<file path="src/rtl/cnt_pkg.sv">
// Shared types and helpers for the shared delay-counter arbiter.
// Holds the FSM state type, default sizes and the round-robin pick.
package cnt_pkg;

  localparam int CNT_W_DEF = 8;
  localparam int N_REQ_DEF = 4;
  localparam int RR_MAX    = 16;

  typedef enum logic {
    IDLE,
    RUN
  } arb_state_t;

  typedef struct packed {
    logic       vld;
    logic [3:0] idx;
  } rr_pick_t;

  // First set bit of eligible, searching ptr, ptr+1, ... with wrap at n.
  // Walks the distances from far to near so the nearest hit wins.
  function automatic rr_pick_t rr_pick(
    input logic [RR_MAX-1:0] eligible,
    input logic [3:0]        ptr,
    input int                n
  );
    rr_pick_t r;
    int       j;
    r = '0;
    for (int k = RR_MAX - 1; k >= 0; k--) begin
      if (k < n) begin
        j = int'(ptr) + k;
        if (j >= n) j = j - n;
        if (eligible[j[3:0]]) begin
          r.vld = 1'b1;
          r.idx = j[3:0];
        end
      end
    end
    return r;
  endfunction

endpackage

</file>
<file path="src/rtl/cnt_clr.sv">
// Up-counter with synchronous clear (priority) and count enable.
// Ports: Clk, resetn (async low), clr, en -> q[W-1:0].
module cnt_clr
  import cnt_pkg::*;
#(
  parameter int W = CNT_W_DEF
) (
  input  logic         Clk,
  input  logic         resetn,
  input  logic         clr,
  input  logic         en,
  output logic [W-1:0] q
);

  always_ff @(posedge Clk or negedge resetn) begin
    if (!resetn) begin
      q <= '0;
    end else if (clr) begin
      q <= '0;
    end else if (en) begin
      q <= q + 1'b1;
    end
  end

endmodule

</file>
<file path="src/rtl/cnt_delay_arb.sv">
// Round-robin arbiter sharing one delay counter among N_REQ clients.
// Ports: Clk, resetn, req, len -> gnt, done, busy, cnt_q.
module cnt_delay_arb
  import cnt_pkg::*;
#(
  parameter int N_REQ = N_REQ_DEF,
  parameter int W     = CNT_W_DEF
) (
  input  logic             Clk,
  input  logic             resetn,
  input  logic [N_REQ-1:0] req,
  input  logic [N_REQ*W-1:0] len,
  output logic [N_REQ-1:0] gnt,
  output logic [N_REQ-1:0] done,
  output logic             busy,
  output logic [W-1:0]     cnt_q
);

  arb_state_t        state_q;
  logic [3:0]        ptr_q;
  logic [N_REQ-1:0]  mask_q;
  logic [N_REQ-1:0]  gnt_q;
  logic [W-1:0]      len_lat;
  logic [RR_MAX-1:0] elig;
  rr_pick_t          pick;
  logic              run;
  logic              match;
  logic              alive;
  logic              grant;
  logic [4:0]        nxt;
  logic [3:0]        ptr_nxt;

  assign elig  = RR_MAX'(req & ~mask_q);
  assign pick  = rr_pick(elig, ptr_q, N_REQ);
  assign run   = (state_q == RUN);
  assign match = (cnt_q == len_lat);
  // Granted client still requesting; low means abort.
  assign alive = |(req & gnt_q);
  assign grant = !run && pick.vld;

  assign nxt     = {1'b0, pick.idx} + 5'd1;
  assign ptr_nxt = (nxt == 5'(N_REQ)) ? 4'd0 : nxt[3:0];

  // Abort beats match: a dropped req masks the done bit.
  assign done = (run && match) ? (gnt_q & req) : '0;
  assign gnt  = gnt_q;
  assign busy = run;

  always_ff @(posedge Clk or negedge resetn) begin
    if (!resetn) begin
      state_q <= IDLE;
      gnt_q   <= '0;
      ptr_q   <= '0;
      mask_q  <= '0;
      len_lat <= '0;
    end else begin
      // Serviced bit sticks until the client drops req.
      mask_q <= (mask_q & req) | done;
      if (grant) begin
        state_q <= RUN;
        gnt_q   <= N_REQ'(1) << pick.idx;
        len_lat <= len[int'(pick.idx)*W +: W];
        ptr_q   <= ptr_nxt;
      end else if (run && (!alive || match)) begin
        state_q <= IDLE;
        gnt_q   <= '0;
      end
    end
  end

  cnt_clr #(
    .W(W)
  ) u_cnt (
    .Clk    (Clk),
    .resetn (resetn),
    .clr    (grant),
    .en     (run && !match),
    .q      (cnt_q)
  );

endmodule
</file>
<file path="config.mk">
export PLATFORM = sky130hd
export DESIGN_NAME = cnt_delay_arb
export DESIGN_NICKNAME = d
export VERILOG_FILES = /design/src/rtl/cnt_pkg.sv /design/src/rtl/cnt_clr.sv /design/src/rtl/cnt_delay_arb.sv
export SDC_FILE = /design/constraint.sdc
export NUM_CORES = 1
export LEC_CHECK = 0
export BUFFER_PORTS_ARGS = -buffer_cell sky130_fd_sc_hd__buf_2
export CORE_UTILIZATION = 45
export CTS_CLUSTER_DIAMETER = 30
export DETAILED_ROUTE_END_ITERATION = 6
export GPL_TIMING_DRIVEN = 1
export PLACE_DENSITY = 0.72
export SLEW_MARGIN = 15
export SYNTH_ARGS = -nofsm -noshare
export SYNTH_HDL_FRONTEND = slang
export SYNTH_SLANG_ARGS = --single-unit
</file>
<file path="constraint.sdc">
create_clock -name Clk -period 3.12 [get_ports Clk]
set_input_delay 0.312 -clock Clk [delete_from_list [all_inputs] [get_ports Clk]]
set_output_delay 0.312 -clock Clk [all_outputs]
set_load 0.05 [all_outputs]
</file>
* Word level (Yosys, flattened, before mapping) *
Cells that the tools add are included.

word-level totals
  bits in registers = 29
  bits of input ports = 38
  logic and storage cells = 67

operators by class
  add/subtract/negate cells = 9
  $lt $le $gt $ge = 8
  eq/ne operators = 2
  shift operators = 2
  mux-type cells = 24
  bitwise operators = 5
  reductions and logical operators = 11

operator list
  operator             count
  $mux 4               8
  $shiftx 32x8->8      1
  $lt 4x5->1 const B   4
  $mux 5               4
  $and 4x16->16        1
  $bmux 1 s4           4
  $mux 8               2
  $not 4->16           1
  $sub 4x3->4 const B  4
  $ge 5x3->1 const B   3
  $add 4x1->5 const B  2
  $add 4x2->5 const B  2
  $add 8x1->8 const B  1
  $and 4x4->4          2
  $eq 8x8->1           1
  $mux 1               6
  $eq 5x3->1 const B   1
  $ge 4x3->1 const B   1
  $logic_and 1x1->1    4
  $or 4x4->4           1
  $reduce_bool 2->1    2
  $reduce_or 4->1      1
  $shl 1x4->4 const A  1
  $logic_not 1->1      3
  $logic_or 1x1->1     1

* Depth between registers and ports, before layout *
Gate-level depths: netlist of the first run.

  depth after elaboration = 12
  depth in mapped cells = 16

* Modules after synthesis *
Synthesis of the first run repeated with hierarchy kept, for this count alone.

unflattened totals
  cell total of the unflattened synthesis = 236
  area total of the unflattened synthesis = 2377.3 µm²

by module, submodules not included
  module         instances  cells each  area an instance (µm²)  seq. area each (µm²)
  cnt_delay_arb  1          199         1980.6                  525.5
  cnt_clr        1          37          396.6                   200.2

* Worst setup path after synthesis of the first run *
No wires, ideal clock.

  path type = register to register
  from = register ptr_q[0]
  to = register len_lat[0]
  library setup time = 0.132 ns
  arrival time = 2.920 ns
  path slack = 0.068 ns
  stages on the path, launching flop included = 16
  buffers on the path = 3
  period minus slack after synthesis = 3.052 ns
  cell sequence = dfrtp_1 -> buf_6 -> buf_2 -> inv_1 -> ha_1 -> xor2_1 -> inv_1 -> ha_1 -> a2bb2oi_1 -> o2bb2ai_1 -> o211ai_1 -> o21a_2 -> o31ai_2 -> buf_4 -> mux2i_1 -> o221ai_2

on the way
  cells in the longest elaborated chain, start to end = 10

RTL lines
  item                                                  RTL line                                  source
  from (decl)                                           cnt_delay_arb.sv:20                       logic [3:0] ptr_q;
  from (signal assigned)                                cnt_delay_arb.sv:63                       ptr_q <= ptr_nxt;
  $add 4x2->5                                           cnt_pkg.sv:31                             j = int'(ptr) + k;
  $sub 4x3->4 or $ge 5x3->1 (tied branches)             cnt_pkg.sv:32                             if (j >= n) j = j - n;
  $mux 4                                                cnt_pkg.sv:32
  $bmux 1 s4                                            cnt_pkg.sv:33                             if (eligible[j[3:0]]) begin
  $mux 1 (not written as such)                          cnt_pkg.sv:33
  $mux 5 (3 in a row)                                   cnt_pkg.sv:33
  $mux 5 (*)                                            cnt_pkg.sv:33
  $shiftx 32x8->8 or $logic_and 1x1->1 (tied branches)  cnt_delay_arb.sv:62, cnt_delay_arb.sv:39
  to (signal assigned)                                  cnt_delay_arb.sv:62                       len_lat <= len[int'(pick.idx)*W +: W];
  to (decl)                                             cnt_delay_arb.sv:23                       logic [W-1:0] len_lat;

Mark *: on every way between the ends. The rest lies on a longest branch, timed or not. The select of a mux whose other input is x is not followed.
A chain may end at the register's enable or synchronous reset.

* Worst setup path after layout of the first run *
  from = register ptr_q[1]
  to = register len_lat[0]

The elaborated chain is that of the path after synthesis.

==> results of run 1 <==
[flip-flops by register name, indices dropped and copies added (netlist names)]
name     flops
len_lat      8
gnt          4
u_cnt.q      8
busy         1
mask_q       4
ptr_q        4
[timing repair]
action / in CTS / in global routing
resized for setup: 0 / 27
hold endpoints to repair: 0 / 0
endpoints found under the setup margin: 0 / 11
buffers inserted: 0 / 4
[worst paths after layout]
kind | start | endpoint | slack, ns | cells after the start
max | ptr_q[1] | len_lat[0] | 0.02 | 11
min | resetn | u_cnt.q[4] | 0.05 | 1
max reg2reg | ptr_q[1] | len_lat[0] | 0.02 | 11
min reg2reg | mask_q[0] | mask_q[0] | 0.51 | 1
max in group asynchronous | resetn | ptr_q[1] | 2.61 | 1
min in group Clk | req[0] | mask_q[0] | 0.27 | 2
[report_power, final]
group / switching, W / internal, W
Sequential: 0.000134 / 0.000498
Combinational: 0.00129 / 0.00109
Clock: 0.000135 / 0.000146
Total: 0.00156 / 0.00173
[area by class of cell]
type | count | area (um2) | share of cell area, %
sequential | 29 | 727 | 25.9
timing repair buffer | 73 | 447 | 15.9
clock buffer | 5 | 68.8 | 2.45
inverter | 7 | 26.3 | 0.935
multi-input combinational | 184 | 1470 | 52.4
clock inverter | 1 | 5.00 | 0.178
tap | 52 | 65.1 | 2.31
[per-layer routing]
metal / track usage, % / vias to the layer above
met3: 3.80 / 5
met2: 35.9 / 58
li1: - / 986
met5: 0 / -
met1: 28.6 / 978
met4: 6.32 / 0
[cell families after synthesis]
kind of cell / after synthesis / synth area share, %
compound gates: 54 / 20.7
xor+xnor: 19 / 7.66
fa+ha+maj: 12 / 6.91
buf+inv: 16 / 4.09
flops: 29 / 33.4
mux: 20 / 9.79
simple gates: 79 / 17.5
[cells in the mapped netlist, drive strengths merged, types with 2 or more instances]
library cell / number / area [um2]
o221ai: 8 / 114
and3b: 2 / 17.5
nor2b: 5 / 31.3
a21o: 6 / 46.3
a211oi: 5 / 37.5
o211ai: 3 / 22.5
nand2: 30 / 115
and2: 2 / 12.5
inv: 7 / 26.3
nor4: 2 / 12.5
and4: 2 / 17.5
a31oi: 3 / 18.8
mux2i: 19 / 190
o21ai: 10 / 50.0
ha: 12 / 150
nor3: 3 / 15.0
xor2: 18 / 158
buf: 8 / 58.8
dfrtp: 29 / 726
a21oi: 4 / 20.0
nor3b: 4 / 30.0
nand3: 8 / 40.0
nor2: 17 / 63.8
o31ai: 3 / 32.5
nand4: 2 / 12.5
[through the flow]
step / setup TNS, ns / instance area (um2) / utilization, % / std cells
global placement: 0 / 2570 / 57.1 / 340
floorplan: 0 / 2170 / - / 229
detailed placement: -0.0110 / 2570 / 57.1 / 340
finish: 0 / 2810 / 62.4 / 351
CTS: 0 / 2650 / 58.8 / 346
global route: -0.617 / 2810 / 62.4 / 351
[worst max-delay path, cell delays in order, from the launching register on]
cell                        delay [ns]
sky130_fd_sc_hd__dfrtp_2          0.46
sky130_fd_sc_hd__ha_2             0.23
sky130_fd_sc_hd__xor2_1           0.14
sky130_fd_sc_hd__ha_1             0.30
sky130_fd_sc_hd__nor3b_2          0.16
sky130_fd_sc_hd__mux2i_1          0.12
sky130_fd_sc_hd__a221o_2          0.45
sky130_fd_sc_hd__o21a_4           0.16
sky130_fd_sc_hd__o31ai_4          0.35
sky130_fd_sc_hd__clkbuf_16        0.23
sky130_fd_sc_hd__mux2i_2          0.24
sky130_fd_sc_hd__o221ai_2         0.12
==> PnR_summary.wiki, run 1 <==
{| class="wikitable"
! Metric !! Value
|-
| Run status || complete, no violations
|-
| Critical path data required time || 3.27 ns
|-
| Diode insertion count for antenna repair || 0
|-
| Area added between synthesis and finish || 29.4%
|-
| Worst-path fanout max || 8
|-
| Global-route wire length before repair || 8490 um
|-
| Pin count of the biggest net entering global routing || 30
|-
| Slew @ Worst Pin || 0.644 ns
|-
| Vias per cell || 5.77
|-
| Vert. Die Dim || 71.5 um
|-
| Number of H-tree levels || 2
|-
| Number of synthesized register bits || 29
|-
| WL final || 5360 um
|-
| Port-buffer cells || 54
|-
| Pre-CTS WS || -0.0110 ns
|-
| Max_cap viols || 0
|-
| Net total in the final layout || 350
|-
| Sinks on the clock net || 29
|-
| IR drop worst, VDD || 0.633 mV
|-
| Synth Flop Type || sky130_fd_sc_hd__dfrtp_1
|-
| DP Wirelength || 4000 um
|-
| Antenna violation net count after detailed routing || 0
|-
| Count of fill cells added during filler insertion || 385
|-
| Setup ws final || 0.0244 ns
|-
| Critical path data arrival time || 3.25 ns
|-
| DRC errors left || 0
|-
| Total iterations of the first detailed-routing run || 4
|-
| RSZ-0062 raised after global routing || yes
|-
| Pwr Density || 1170 nW/um2
|-
| Floorplan die area || 5110 um2
|-
| Met3 wire len || 211 um
|-
| Ratio of cells with drive above 1 in the final layout || 38.5%
|-
| Total vias in the final route || 2027
|-
| Most common cell after layout, fill and taps aside || sky130_fd_sc_hd__buf_2
|-
| Clock tree from TritonCTS || built
|-
| GRT Residual Overflow || 0
|-
| Placer congestion estimate || 0.857
|-
| Syn_nets || 279
|-
| Final max-slew violation count || 0
|-
| Number of DRC violations after detailed-routing iteration 0 || 106
|-
| Ys Warns || 0
|-
| Largest buffer count on any clock path || 2
|-
| Hold Vio Cnt, Final || 0
|-
| Horizontal die dimension || 71.5 um
|-
| Post-synthesis cell type count || 49
|-
| GRT Util Overall || 21.4%
|-
| Cell area after synthesis || 2170 um2
|-
| Proportion of register bits with asynchronous set or reset after synthesis || 100%
|-
| Kind of critical path || reg -> reg
|-
| Via count of the first global-routing pass || 1844
|-
| Hold crit path type || in -> async
|-
| Worst-Skew Late Latency || 0.28 ns
|-
| Min Hold Slack || 0.0502 ns
|-
| Average wire length per cell after detail routing || 15.3 um
|-
| Final setup violation count || 0
|-
| Number of antenna violations at the first check in global routing || 0
|-
| Number of enable-type register cells in the synthesized netlist || 0
|-
| Clock slew seen by the registers of the worst setup and hold paths || 0.06 ns
|-
| Routed wire length on met2 || 2680 um
|-
| TritonCTS Buffers || 5
|-
| Effective utilization at floorplan || 48.2%
|-
| Worst Setup Start Kind || flop
|-
| M1 wire length || 2400 um
|-
| Top Layer Used || met4
|-
| Maximum achievable frequency || 323 MHz
|-
| Power consumption || 0.00329 W
|-
| Crit. End Element || flop
|-
| Most frequent cells in the layout || 54 x sky130_fd_sc_hd__buf_2, 28 x sky130_fd_sc_hd__nand2_1, 28 x sky130_fd_sc_hd__dfrtp_1, 17 x sky130_fd_sc_hd__xor2_1, 17 x sky130_fd_sc_hd__nor2_1
|-
| Cell leakage power || 1.38 nW
|-
| Shortest period the worst path allows || 3.10 ns
|-
| Number of standard-cell rows in the floorplan || 24
|-
| Sequential element share of the synthesized area || 33.4%
|-
| Mapped Cells || 229
|-
| Relative slew margins || 57.1%
|-
| Period Utilization, post-route || 99.2%
|-
| Master cell of the clock root buffer || sky130_fd_sc_hd__clkbuf_8
|-
| Largest clock skew in the final design || 0.00691 ns
|-
| Number of primary I/O pins || 55
|-
| Hold Buf Count CTS || 0
|-
| Syn_area_per_cell || 9.49 um2
|-
| Placeable core region || 4500 um2
|}
Power figures use the tool's default switching activity.
==> run 2, diff against run 1 <==
- CORE_MARGIN: default -> 1.5
- PLACE_DENSITY: 0.72 -> 0.65
- clock period: 3.12 -> 3 ns (I/O delays scaled with it)
==> PnR_summary.wiki, run 2 (same netlist as run 1, synthesis figures left out) <==
{| class="wikitable"
! Metric !! Value
|-
| GRT Residual Overflow || 0 (unchanged)
|-
| Run status || finished, violations left (was complete, no violations)
|-
| Most frequent cells in the layout || 54 x sky130_fd_sc_hd__buf_2, 32 x sky130_fd_sc_hd__buf_4, 28 x sky130_fd_sc_hd__nand2_1, 27 x sky130_fd_sc_hd__dfrtp_1 (was 54 x sky130_fd_sc_hd__buf_2, 28 x sky130_fd_sc_hd__nand2_1, 28 x sky130_fd_sc_hd__dfrtp_1, 17 x sky130_fd_sc_hd__xor2_1, 17 x sky130_fd_sc_hd__nor2_1)
|-
| Most common cell after layout, fill and taps aside || sky130_fd_sc_hd__buf_2 (unchanged)
|-
| Slew @ Worst Pin || 0.653 ns (was 0.644 ns)
|-
| Horizontal die dimension || 72.5 um (was 71.5 um)
|-
| Period Utilization, post-route || 105% (was 99.2%)
|-
| TritonCTS Buffers || 5 (unchanged)
|-
| Hold Buf Count CTS || 0 (unchanged)
|-
| Clock slew seen by the registers of the worst setup and hold paths || 0.06 ns (about the same)
|-
| Kind of critical path || reg -> reg (unchanged)
|-
| GRT Util Overall || 22.5% (was 21.4%)
|-
| Largest clock skew in the final design || 0.00775 ns (was 0.00691 ns)
|-
| Worst-path fanout max || 8 (unchanged)
|-
| Diode insertion count for antenna repair || 0 (unchanged)
|-
| Number of DRC violations after detailed-routing iteration 0 || 108 (was 106)
|-
| Master cell of the clock root buffer || sky130_fd_sc_hd__clkbuf_8 (unchanged)
|-
| Crit. End Element || flop (unchanged)
|-
| Number of antenna violations at the first check in global routing || 0 (unchanged)
|-
| Critical path data arrival time || 3.30 ns (was 3.25 ns)
|-
| Min Hold Slack || 0.0404 ns (was 0.0502 ns)
|-
| Largest registers || len_lat x8, u_cnt.q x8 (unchanged)
|-
| Pin count of the biggest net entering global routing || 30 (unchanged)
|-
| Hold crit path type || in -> async (unchanged)
|-
| Floorplan die area || 5260 um2 (was 5110 um2)
|-
| DRC errors left || 0 (unchanged)
|-
| Share of total power in sequential cells || 17.4% (was 19.2%)
|-
| Internal || 0.00205 W (was 0.00173 W)
|-
| Final setup violation count || 8 (was 0)
|-
| Slowest cell on crit path || sky130_fd_sc_hd__dfrtp_2 (unchanged)
|-
| Shortest period the worst path allows || 3.14 ns (was 3.10 ns)
|-
| Switch share || 45.3% (was 47.3%)
|-
| Critical path data required time || 3.16 ns (was 3.27 ns)
|-
| Vert. Die Dim || 72.5 um (was 71.5 um)
|-
| Cell type group with the largest total delay on the critical path || compound AO/OA/AOI/OAI gates (unchanged)
|-
| Number of primary I/O pins || 55 (unchanged)
|-
| Antenna violation net count after detailed routing || 0 (unchanged)
|-
| Port-buffer cells || 54 (unchanged)
|-
| Cell Area, Placed || 2660 um2 (was 2570 um2)
|-
| Effective utilization at floorplan || 46.3% (was 48.2%)
|-
| Number of H-tree levels || 2 (unchanged)
|-
| Failing checks || setup timing
|-
| DP Wirelength || 4020 um (was 4000 um)
|-
| Setup TNS Final || -0.790 ns (was 0 ns)
|-
| Comb power frac || 73.9% (was 72.3%)
|-
| Final max-slew violation count || 0 (unchanged)
|-
| Worst Setup Start Kind || flop (unchanged)
|-
| Largest buffer count on any clock path || 2 (unchanged)
|-
| Max stage delay on crit path || 0.45 ns (was 0.46 ns)
|-
| Ratio of cells with drive above 1 in the final layout || 41.3% (was 38.5%)
|-
| Area added between synthesis and finish || 36.8% (was 29.4%)
|-
| Global-route wire length before repair || 9060 um (was 8490 um)
|-
| Relative slew margins || 56.4% (was 57.1%)
|-
| Relative contribution of the clock network to total power || 8.7% (was 8.5%)
|-
| Clock tree from TritonCTS || built (unchanged)
|-
| Count of fill cells added during filler insertion || 400 (was 385)
|-
| Vias per cell || 5.55 (was 5.77)
|-
| Number of standard-cell rows in the floorplan || 25 (was 24)
|-
| Placeable core region || 4690 um2 (was 4500 um2)
|-
| Max_cap viols || 0 (unchanged)
|-
| Register-to-register setup slack || -0.14 ns (was 0.02 ns)
|-
| Switching pwr || 0.00169 W (was 0.00156 W)
|-
| Sinks on the clock net || 29 (unchanged)
|-
| Worst r2r path cells || 13 (was 11)
|-
| Total vias in the final route || 2049 (was 2027)
|-
| Via count of the first global-routing pass || 1989 (was 1844)
|-
| Pwr Density || 1260 nW/um2 (was 1170 nW/um2)
|-
| Critical R2R Launch || ptr_q[1] (unchanged)
|-
| CP bufs+invs || 2 (was 1)
|-
| Total iterations of the first detailed-routing run || 4 (unchanged)
|-
| Post-route cell area || 2970 um2 (was 2810 um2)
|-
| WL final || 5600 um (was 5360 um)
|-
| Critical R2R Capture || len_lat[3] (was len_lat[0])
|-
| Average wire length per cell after detail routing || 15.2 um (was 15.3 um)
|-
| Worst-Skew Late Latency || 0.29 ns (was 0.28 ns)
|-
| Placer congestion estimate || 0.815 (was 0.857)
|-
| Setup ws final || -0.141 ns (was 0.0244 ns)
|-
| Cell leakage power || 1.46 nW (was 1.38 nW)
|-
| IR drop worst, VDD || 0.705 mV (was 0.633 mV)
|-
| Crit path cell chain || ha_4, nand2_2, xor2_1, ha_1, nor3b_2, mux2i_1, a221o_1, o21a_2, o31ai_4, buf_4, buf_12, mux2i_4, o221ai_2 (was ha_2, xor2_1, ha_1, nor3b_2, mux2i_1, a221o_2, o21a_4, o31ai_4, clkbuf_16, mux2i_2, o221ai_2)
|-
| Hold Vio Cnt, Final || 0 (unchanged)
|-
| Net total in the final layout || 365 (was 350)
|-
| Power consumption || 0.00374 W (was 0.00329 W)
|-
| RSZ-0062 raised after global routing || yes (unchanged)
|-
| Maximum achievable frequency || 318 MHz (was 323 MHz)
|}
## run 2: cell count changes in the layout (fill, tap and decap cells not counted), sizes merged
cell / delta
buf: +16
clkinv: -1
clkbuf: +1
## run 2: worst max path at each step
stage,slack [ns],cells past startpoint,endpoint,startpoint
after floorplan,0.0004,15,len_lat[0],ptr_q[0]
after global placement,0.04,11,len_lat[3],ptr_q[0]
after detailed placement,-0.03,11,len_lat[3],ptr_q[0]
after CTS,-0.009,13,len_lat[3],ptr_q[1]
after global routing,-0.30,13,len_lat[3],ptr_q[1]
final,-0.14,13,len_lat[3],ptr_q[1]
## run 2: power groups by stage
stage	Combinational, W	Sequential (W)	Clock (W)
2_1_floorplan	0.00149	0.000759	0
5_1_grt	0.00300	0.000669	0.000349
4_1_cts	0.00254	0.000646	0.000334
3_5_place_dp	0.00225	0.000653	0
6_report	0.00276	0.000651	0.000325
3_3_place_gp	0.00222	0.000652	0
## run 2: layout make-up
class	instances	area, um2	area share, %
tap	54	67.6	2.27
inverter	7	26.3	0.883
multi-input combinational	184	1510	50.7
clock buffer	7	86.3	2.90
timing repair buffer	88	558	18.8
sequential	29	728	24.5
## run 2: layer usage
layer  global-route usage [%]  wire [um]
met5                        0          0
met4                     8.81        109
met3                     4.03        185
met2                     38.2       2910
met1                     28.6       2400
## run 2: worst reg2reg max path: stages (launching register included)
cell,delay (ns)
sky130_fd_sc_hd__dfrtp_2,0.45
sky130_fd_sc_hd__ha_4,0.18
sky130_fd_sc_hd__nand2_2,0.06
sky130_fd_sc_hd__xor2_1,0.18
sky130_fd_sc_hd__ha_1,0.29
sky130_fd_sc_hd__nor3b_2,0.20
sky130_fd_sc_hd__mux2i_1,0.13
sky130_fd_sc_hd__a221o_1,0.39
sky130_fd_sc_hd__o21a_2,0.16
sky130_fd_sc_hd__o31ai_4,0.29
sky130_fd_sc_hd__buf_4,0.17
sky130_fd_sc_hd__buf_12,0.15
sky130_fd_sc_hd__mux2i_4,0.28
sky130_fd_sc_hd__o221ai_2,0.11
## run 2: what timing repair did
item,4_1_cts,5_1_grt
buffers inserted,6,3
setup endpoints to repair,4,18
pin swaps,0,13
resized for setup,7,22
gates cloned,1,0
## run 2: metrics by stage
| stage | util [%] | std cells | setup WS [ns] |
|---|---|---|---|
| 5_1_grt | 63.4 | 369 | -0.301 |
| 2_1_floorplan | - | 229 | 0.000431 |
| 3_5_place_dp | 56.7 | 352 | -0.0324 |
| 3_3_place_gp | 56.7 | 352 | 0.0391 |
| 4_1_cts | 60.7 | 366 | -0.00916 |
| 6_report | 63.4 | 369 | -0.141 |
==> run 3, diff against run 2 <==
- BUFFER_PORTS_ARGS: -buffer_cell sky130_fd_sc_hd__buf_2 -> default
- CORE_ASPECT_RATIO: default -> 1.4
- DONT_BUFFER_PORTS: default -> 1
- PLACE_DENSITY: 0.65 -> 0.56
==> PnR_summary.wiki, run 3 (same netlist as run 1, synthesis figures left out) <==
{| class="wikitable"
! Metric !! Value
|-
| Run status || complete, no violations (was finished, violations left)
|-
| Max stage delay on crit path || 0.42 ns (was 0.45 ns)
|-
| Number of standard-cell rows in the floorplan || 29 (was 25)
|-
| IR drop worst, VDD || 0.819 mV (was 0.705 mV)
|-
| Comb power frac || 73.7% (was 73.9%)
|-
| Number of primary I/O pins || 55 (unchanged)
|-
| Largest buffer count on any clock path || 2 (unchanged)
|-
| DRC errors left || 0 (unchanged)
|-
| Switching pwr || 0.00173 W (was 0.00169 W)
|-
| Sinks on the clock net || 29 (unchanged)
|-
| DP Wirelength || 4270 um (was 4020 um)
|-
| Crit. End Element || flop (unchanged)
|-
| Effective utilization at floorplan || 47.5% (was 46.3%)
|-
| Vert. Die Dim || 85.2 um (was 72.5 um)
|-
| Ratio of cells with drive above 1 in the final layout || 33.8% (was 41.3%)
|-
| Worst min-delay path endpoint || mask_q[0]
|-
| Master cell of the clock root buffer || sky130_fd_sc_hd__clkbuf_8 (unchanged)
|-
| Critical path data required time || 3.16 ns (about the same)
|-
| Startpoint of the tightest hold check path || req[0]
|-
| Worst-path fanout max || 9 (was 8)
|-
| Worst Setup Start Kind || flop (unchanged)
|-
| Internal || 0.00206 W (was 0.00205 W)
|-
| Period Utilization, post-route || 98.6% (was 105%)
|-
| Maximum achievable frequency || 338 MHz (was 318 MHz)
|-
| Final setup violation count || 0 (was 8)
|-
| Final max-slew violation count || 0 (unchanged)
|-
| Global-route wire length before repair || 9450 um (was 9060 um)
|-
| Clock slew seen by the registers of the worst setup and hold paths || 0.07 ns (was 0.06 ns)
|-
| RSZ-0062 raised after global routing || yes (unchanged)
|-
| Min Hold Slack || 0.139 ns (was 0.0404 ns)
|-
| Shortest period the worst path allows || 2.96 ns (was 3.14 ns)
|-
| Vias per cell || 5.78 (was 5.55)
|-
| Share of total power in sequential cells || 17.1% (was 17.4%)
|-
| Worst r2r path cells || 14 (was 13)
|-
| Total iterations of the first detailed-routing run || 4 (unchanged)
|-
| Worst-Skew Late Latency || 0.28 ns (was 0.29 ns)
|-
| Net total in the final layout || 315 (was 365)
|-
| GRT Residual Overflow || 0 (unchanged)
|-
| Antenna violation net count after detailed routing || 0 (unchanged)
|-
| Post-route cell area || 2870 um2 (was 2970 um2)
|-
| Total vias in the final route || 1896 (was 2049)
|-
| Number of antenna violations at the first check in global routing || 0 (unchanged)
|-
| Clock tree from TritonCTS || built (unchanged)
|-
| Largest registers || len_lat x8, u_cnt.q x8 (unchanged)
|-
| Via count of the first global-routing pass || 2044 (was 1989)
|-
| Number of H-tree levels || 2 (unchanged)
|-
| Crit path cell chain || ha_2, buf_4, a21oi_4, xor2_2, ha_1, a2bb2oi_2, o2bb2ai_1, o211ai_1, o21a_2, o31ai_4, buf_6, buf_16, mux2i_1, o221ai_2 (was ha_4, nand2_2, xor2_1, ha_1, nor3b_2, mux2i_1, a221o_1, o21a_2, o31ai_4, buf_4, buf_12, mux2i_4, o221ai_2)
|-
| Cell leakage power || 1.28 nW (was 1.46 nW)
|-
| GRT Util Overall || 23.7% (was 22.5%)
|-
| Hold crit path type || in -> reg (was in -> async)
|-
| Register-to-register setup slack || 0.04 ns (was -0.14 ns)
|-
| Kind of critical path || reg -> reg (unchanged)
|-
| Slew @ Worst Pin || 0.571 ns (was 0.653 ns)
|-
| Critical path data arrival time || 3.12 ns (was 3.30 ns)
|-
| Relative slew margins || 61.6% (was 56.4%)
|-
| Largest clock skew in the final design || 0.00962 ns (was 0.00775 ns)
|-
| WL final || 5890 um (was 5600 um)
|-
| Relative contribution of the clock network to total power || 9.2% (was 8.7%)
|-
| Post-layout utilization of the core || 62.8% (was 63.4%)
|-
| Count of fill cells added during filler insertion || 390 (was 400)
|-
| Floorplan die area || 5260 um2 (about the same)
|-
| Switch share || 45.6% (was 45.3%)
|-
| Hold Vio Cnt, Final || 0 (unchanged)
|-
| Critical R2R Launch || ptr_q[1] (unchanged)
|-
| Pwr Density || 1320 nW/um2 (was 1260 nW/um2)
|-
| Horizontal die dimension || 61.7 um (was 72.5 um)
|-
| Placer congestion estimate || 0.939 (was 0.815)
|-
| Slowest cell on crit path || sky130_fd_sc_hd__dfrtp_1 (was sky130_fd_sc_hd__dfrtp_2)
|-
| Most common cell after layout, fill and taps aside || sky130_fd_sc_hd__buf_4 (was sky130_fd_sc_hd__buf_2)
|-
| Max_cap viols || 0 (unchanged)
|-
| TritonCTS Buffers || 5 (unchanged)
|-
| Number of DRC violations after detailed-routing iteration 0 || 65 (was 108)
|-
| Number of stages on the worst hold path || 1
|-
| Diode insertion count for antenna repair || 0 (unchanged)
|-
| Most frequent cells in the layout || 31 x sky130_fd_sc_hd__buf_4, 29 x sky130_fd_sc_hd__dfrtp_1, 28 x sky130_fd_sc_hd__nand2_1, 16 x sky130_fd_sc_hd__nor2_1, 14 x sky130_fd_sc_hd__xor2_1 (was 54 x sky130_fd_sc_hd__buf_2, 32 x sky130_fd_sc_hd__buf_4, 28 x sky130_fd_sc_hd__nand2_1, 27 x sky130_fd_sc_hd__dfrtp_1)
|-
| Average wire length per cell after detail routing || 18.0 um (was 15.2 um)
|-
| Pin count of the biggest net entering global routing || 30 (unchanged)
|-
| Cell Area, Placed || 2410 um2 (was 2660 um2)
|-
| Placeable core region || 4570 um2 (was 4690 um2)
|-
| Port-buffer cells || 0 (was 54)
|-
| Area added between synthesis and finish || 32.2% (was 36.8%)
|-
| Critical R2R Capture || len_lat[3] (unchanged)
|-
| Setup TNS Final || 0 ns (was -0.790 ns)
|}
run 3: power by group through the flow:
stage	registers [W]	logic (W)	clock network (W)
2_1_floorplan	0.000759	0.00149	0
3_3_place_gp	0.000650	0.00201	0
3_5_place_dp	0.000655	0.00206	0
4_1_cts	0.000647	0.00270	0.000361
5_1_grt	0.000656	0.00302	0.000379
6_report	0.000647	0.00280	0.000349
run 3: worst max-delay path: cells and delay by family (launching register included):
kind / cells / cell delay (ns)
compound gates: 7 / 1.19
xor+xnor: 1 / 0.10
fa+ha+maj: 2 / 0.45
buf+inv: 3 / 0.45
flops: 1 / 0.42
mux: 1 / 0.25
run 3: per-stage QoR:
step                setup WS (ns)  power, W  instances
floorplan                0.000431   0.00224        229
global route              -0.0880   0.00406        328
finish                     0.0430   0.00379        328
detailed placement        -0.0933   0.00272        307
global placement           0.0124   0.00266        307
CTS                       -0.0290   0.00371        328
run 3: layout make-up:
| type | instances | area, um2 | area share [%] |
|---|---|---|---|
| well taps | 62 | 77.6 | 2.70 |
| multi-input cells | 184 | 1590 | 55.3 |
| repair buffers | 38 | 353 | 12.3 |
| clock inverters | 1 | 5.00 | 0.174 |
| clock buffers | 7 | 96.3 | 3.35 |
| inverters | 7 | 26.3 | 0.915 |
| flip-flops and latches | 29 | 726 | 25.3 |
run 3: how the worst max path moves through the flow:
stage | slack (ns) | cells past startpoint | to | start
4_1_cts | -0.03 | 14 | len_lat[1] | ptr_q[1]
3_3_place_gp | 0.01 | 12 | len_lat[0] | ptr_q[1]
6_report | 0.04 | 14 | len_lat[3] | ptr_q[1]
5_1_grt | -0.09 | 13 | len_lat[4] | ptr_q[1]
3_5_place_dp | -0.09 | 13 | len_lat[7] | ptr_q[1]
2_1_floorplan | 0.0004 | 15 | len_lat[0] | ptr_q[0]
run 3: timing repair:
action	in CTS	in global routing
setup endpoints to repair	10	14
resized for setup	20	25
gates cloned	2	0
buffers inserted	9	2
hold buffers	2	0
pin swaps	12	11
hold endpoints to repair	29	0
run 3: metal layers:
metal | track usage, % | wire, um
met1 | 25.3 | 2160
met2 | 43.7 | 3340
met3 | 5.64 | 269
met4 | 7.35 | 124
met5 | 0 | 0
